### config.mk
export PLATFORM = sky130hd
export DESIGN_NAME = hazard_scheduler
export DESIGN_NICKNAME = d
export VERILOG_FILES = /design/src/rtl/hazard_scheduler.sv
export SDC_FILE = /design/constraint.sdc
export NUM_CORES = 1
export LEC_CHECK = 0
export ABC_CLOCK_PERIOD_IN_PS = 1900
export BUFFER_PORTS_ARGS = -buffer_cell sky130_fd_sc_hd__buf_2
export CORE_UTILIZATION = 44
export DETAILED_ROUTE_END_ITERATION = 10
export PLACE_DENSITY = 0.74
export SLEW_MARGIN = 30
export SYNTH_ARGS = -nofsm -noshare
export SYNTH_HDL_FRONTEND = slang
export SYNTH_SLANG_ARGS = --single-unit
### constraint.sdc
create_clock -name clock -period 1.9 [get_ports clock]
set_input_delay 0.38 -clock clock [delete_from_list [all_inputs] [get_ports clock]]
set_output_delay 0.38 -clock clock [all_outputs]
set_load 0.01 [all_outputs]
### src/rtl/hazard_scheduler.sv
// hazard_scheduler: tracks in-flight destination registers/opcodes for the
// decode-stage hazard lookahead, and sequences fetch around control-flow
// instructions (hold while a branch/jump resolves, flush IF/ID on taken).
module hazard_scheduler #(
  parameter int unsigned BR_TIMEOUT   = 8,
  parameter int unsigned FLUSH_CYCLES = 1
) (
  input  logic        clock,
  input  logic        reset,
  input  logic        issue_valid,
  input  logic        issue_writes,
  input  logic [4:0]  issue_rd,
  input  logic [5:0]  issue_op,
  input  logic [5:0]  issue_func,
  input  logic        decode_stall,
  input  logic        resolve_valid,
  input  logic        resolve_taken,
  output logic [4:0]  rd_fut_1,
  output logic [4:0]  rd_fut_2,
  output logic [4:0]  rd_fut_3,
  output logic [5:0]  op_fut_1,
  output logic [5:0]  op_fut_2,
  output logic        pc_hold,
  output logic        flush_ifid,
  output logic        br_pending,
  output logic        timeout_err,
  output logic        proto_err,
  output logic [15:0] stall_count
);

  typedef enum logic [1:0] {
    RUN     = 2'd0,
    BR_WAIT = 2'd1,
    FLUSH   = 2'd2
  } state_t;

  // Wait counter starts at 0 on entry, so leaving at BR_TIMEOUT-1 gives
  // exactly BR_TIMEOUT cycles in BR_WAIT.
  localparam logic [7:0] WAIT_LAST  = 8'(BR_TIMEOUT - 1);
  localparam logic [1:0] FLUSH_INIT = 2'(FLUSH_CYCLES);

  state_t      state_q, state_d;
  logic [7:0]  wait_q, wait_d;
  logic [1:0]  flush_q, flush_d;
  logic [4:0]  rd1_q, rd1_d, rd2_q, rd3_q;
  logic [5:0]  op1_q, op1_d, op2_q;
  logic        terr_q, terr_d;
  logic        perr_q, perr_d;
  logic [15:0] scnt_q, scnt_d;
  logic        is_ctrl;

  // Control-flow decode: beq, bne, j, jal, or R-type jr.
  always_comb begin
    is_ctrl = (issue_op == 6'b000100) || (issue_op == 6'b000101) ||
              (issue_op == 6'b000010) || (issue_op == 6'b000011) ||
              ((issue_op == 6'b000000) && (issue_func == 6'b001000));
  end

  // Newest slot capture; register 0 and non-writing instructions read as empty.
  always_comb begin
    rd1_d = (issue_valid && issue_writes && (issue_rd != 5'd0)) ? issue_rd : '0;
    op1_d = issue_valid ? issue_op : '0;
  end

  // FSM next-state, counters and sticky error flags.
  always_comb begin
    state_d = state_q;
    wait_d  = wait_q;
    flush_d = flush_q;
    terr_d  = terr_q;
    perr_d  = perr_q | (issue_valid & (state_q != RUN));
    case (state_q)
      RUN: begin
        if (issue_valid && is_ctrl) begin
          state_d = BR_WAIT;
          wait_d  = '0;
        end
      end
      BR_WAIT: begin
        // A resolve wins over a timeout landing in the same cycle.
        if (resolve_valid) begin
          if (resolve_taken) begin
            state_d = FLUSH;
            flush_d = FLUSH_INIT;
          end else begin
            state_d = RUN;
          end
        end else if (wait_q >= WAIT_LAST) begin
          state_d = RUN;
          terr_d  = 1'b1;
        end else begin
          wait_d = wait_q + 8'd1;
        end
      end
      FLUSH: begin
        if (flush_q <= 2'd1) begin
          state_d = RUN;
          flush_d = '0;
        end else begin
          flush_d = flush_q - 2'd1;
        end
      end
      default: state_d = RUN;
    endcase
  end

  // Fetch-control outputs decoded from the current state.
  always_comb begin
    br_pending = (state_q == BR_WAIT);
    flush_ifid = (state_q == FLUSH);
    pc_hold    = decode_stall | br_pending | flush_ifid;
    scnt_d     = (pc_hold && (scnt_q != '1)) ? scnt_q + 16'd1 : scnt_q;
  end

  // State register with synchronous active-low reset.
  always_ff @(posedge clock) begin
    if (!reset) begin
      state_q <= RUN;
      wait_q  <= '0;
      flush_q <= '0;
      rd1_q   <= '0;
      rd2_q   <= '0;
      rd3_q   <= '0;
      op1_q   <= '0;
      op2_q   <= '0;
      terr_q  <= 1'b0;
      perr_q  <= 1'b0;
      scnt_q  <= '0;
    end else begin
      state_q <= state_d;
      wait_q  <= wait_d;
      flush_q <= flush_d;
      rd3_q   <= rd2_q;
      rd2_q   <= rd1_q;
      rd1_q   <= rd1_d;
      op2_q   <= op1_q;
      op1_q   <= op1_d;
      terr_q  <= terr_d;
      perr_q  <= perr_d;
      scnt_q  <= scnt_d;
    end
  end

  assign rd_fut_1    = rd1_q;
  assign rd_fut_2    = rd2_q;
  assign rd_fut_3    = rd3_q;
  assign op_fut_1    = op1_q;
  assign op_fut_2    = op2_q;
  assign timeout_err = terr_q;
  assign proto_err   = perr_q;
  assign stall_count = scnt_q;

endmodule
==> impl_metrics.ini <==
[outcome]
status = finished clean

[power_and_ir_drop]
leakage_nw = 1.34
peakVddDrop_v = 0.000521
p_per_area_nw_per_um2 = 936

[floorplanning]
initial_core_util = 0.458
rows = 25
core_sq_um = 4720
die_w_um = 72.1
ioPinCount = 72
die-area_sq_um = 5200
die-height_um = 72.1

[grt]
grt_overflow = 0
antenna_found_initial = 0
grt_max_degree = 23
grtUsageTotal = 0.199
grt_pass1_wl_mm = 7.75
grt_pass1_vias = 1747

[drt]
totalWireLength_mm = 4.82
routed_via_density = 5.18
drc = 0
drtPass1Iterations = 4
drtAntennaViolNets = 0
wl_per_cell_um = 12.8
drtIter0Drc = 110
vias = 1954

[critical_path]
slowest_stage = a2111oi_2
cp_num_buf_inv = 1
crit_family = compound AO/OA/AOI/OAI gates
cp_max_fo = 5
endpoint_kind = flop
crit_path_max_incr_delay_ns = 0.37
critPathKind = reg -> reg
crit_path_cell_trace = ha_1 > a2111oi_2 > buf_4 > nand3_1 > o21ai_1 > mux2i_1
cp.arrival_ns = 1.99
setup.worst_path.start_class = flop
cp.required_ns = 2.16

[synthesis]
yosysMostFrequentCell = dfxtp_1
synth_top_area_cell = dfxtp_1
synth_area_leaders = dfxtp_1 53%, and2_1 5.2%, and3_1 5.2%, nand2_1 2.4%, o31ai_1 2.4%
netlist_area_sq_um = 2160
yosys.area_share.adder = 0.0116
synth_cell_types = 45
synthCells = 220
synth_warnings = 0
synthXorXnorAreaFrac = 0.00752
ys_ff_latch = 57
netlist_top_cells_count = 57 x dfxtp_1, 18 x and2_1, 18 x and3_1
synth_top_family_by_area = simple AND/OR/NAND/NOR gates
muxShareOfSynthArea = 0.00925
synth-seq-area-share = 0.527
synth_compound_area_frac = 0.174
syn_nets = 246
synth_async_sr_flop_share = 0
yosysTopAreaCellShare = 0.527
synthFlopType = dfxtp_1
synth_simple_gate_area_frac = 0.242
synth_edf_count = 0
syn_avg_cell_area_sq_um = 9.83

[cts]
clk_path_buf_depth = 2
clock_sinks = 57
htreeDepth = 3
cts.clk_slew.worst_paths_ns = 0.06
cts_buffers = 9
cts_tree = yes
cts_root_buf = clkbuf_8
clk_latency_ns = 0.33

[final_layout]
multi_input_area_sq_um = 967
nFillCells = 417
syn_to_final_growth_pct = 34.2
finalNetCount = 331
seq_area_sq_um = 1140
layout-drive-gt1-share = 0.332
antenna_cells = 0

[timing]
final_hold_viol_count = 0
finalCriticalPeriod_ns = 1.73
max_slew_margin = 0.705
post-route-period-util = 0.911
finalMaxSlewViolations = 0
finalClockSkew_ns = 0.00840
worst_slew_pin_slew_ns = 0.442
hold_ws_ns = 0.290
finalSetupViolCount = 0
setup-tns-final_ns = 0
fmax_mhz = 578
worst_slack_ns = 0.169
rsz0062_at_grt = false

[flow_run]
max-cap-violations = 0

[place]
pre_cts_slack_ns = 0.178
io_buffer_count = 71
gp_congestion = 0.840
dp_hpwl_mm = 3.44

[hold_path]
hold_path_class = in -> reg
## cell families after synthesis
logic type,after synthesis
compound gates,52
fa+ha+maj,2
buf+inv,16
xor+xnor,1
mux,2
flops,57
simple gates,90
## timing repair
item	in CTS	in global routing
resized for setup	0	5
hold buffers	0	0
setup endpoints to repair	0	5
buffers inserted	0	0
## worst register-to-register path, delay by kind of cell, from the launching register on
| family | cells | cell delay [ns] |
|---|---|---|
| AO/OA/AOI/OAI | 2 | 0.56 |
| flip-flops | 1 | 0.34 |
| adder cells (fa/ha/maj) | 1 | 0.23 |
| multiplexers | 1 | 0.20 |
| buffers and inverters | 1 | 0.19 |
| AND/OR/NAND/NOR | 1 | 0.14 |
## through the flow
| step | instances | util | instance area [sq um] | power [mW] |
|---|---|---|---|---|
| after floorplan | 220 | - | 2160 | 1.30 |
| after global placement | 361 | 0.561 | 2650 | 1.37 |
| after detailed placement | 361 | 0.561 | 2650 | 1.37 |
| after CTS | 377 | 0.613 | 2890 | 2.74 |
| after global routing | 377 | 0.615 | 2900 | 2.81 |
| final | 377 | 0.615 | 2900 | 2.72 |
## area by class of cell
type                       instances  area share
clock buffer                      11      0.0487
clock inverter                     5      0.0353
inverter                           9      0.0116
multi-input combinational        147       0.333
sequential                        57       0.394
tap                               67      0.0289
timing repair buffer              81       0.148
## final timing paths
check              start          end  slack (ns)  depth (start not counted)
max            wait_q[0]    wait_q[1]        0.17                          6
max reg2reg    wait_q[0]    wait_q[1]        0.17                          6
min          issue_rd[4]  rd_fut_1[4]        0.29                          2
min reg2reg  rd_fut_2[2]  rd_fut_3[2]        0.46                          1
## where the power goes
group          switching (mW)  total (mW)  internal (mW)  leakage, nW
logic                  0.0645       0.116         0.0517        0.755
clock network           0.471        1.38          0.905        0.120
registers              0.0115        1.23           1.21        0.463
## flip-flops by register name, indices dropped and copies added (netlist names)
register and count:
flush_q 2, op_fut_1 6, op_fut_2 6, proto_err 1, rd_fut_1 5, rd_fut_2 5, rd_fut_3 5, stall_count 16
state_q 2, timeout_err 1, wait_q 8
## per-layer routing
metal	vias to the layer above	routed length [um]	global-route usage
li1	989	-	-
met1	893	2300	0.253
met2	66	2160	0.304
met3	6	289	0.0778
met4	0	61	0.0763
met5	-	0	0
## cell usage in the layout, fill, tap and decap left out, types with 2 or more instances in the layout
| cell type | count |
|---|---|
| o21ai_0 | 7 |
| dfxtp_1 | 55 |
| o41ai_1 | 2 |
| and2_1 | 18 |
| nor3b_1 | 2 |
| a21oi_1 | 10 |
| nor3_1 | 3 |
| inv_1 | 9 |
| bufinv_16 | 3 |
| nand2_1 | 14 |
| nor2_1 | 5 |
| a211oi_1 | 2 |
| nand2b_1 | 3 |
| buf_4 | 10 |
| o311ai_0 | 2 |
| mux2i_1 | 2 |
| o211a_1 | 2 |
| or4_1 | 3 |
| or3_1 | 3 |
| clkbuf_8 | 10 |
| nor4_1 | 4 |
| o2111ai_1 | 3 |
| o211ai_1 | 3 |
| dfxtp_2 | 2 |
| nand4_1 | 3 |
| o31ai_1 | 7 |
| o311a_1 | 2 |
| and3_1 | 18 |
| o21bai_1 | 2 |
| nand3_1 | 8 |
| ha_1 | 2 |
| buf_2 | 71 |
Note: power is estimated with default switching activity, not from simulation.
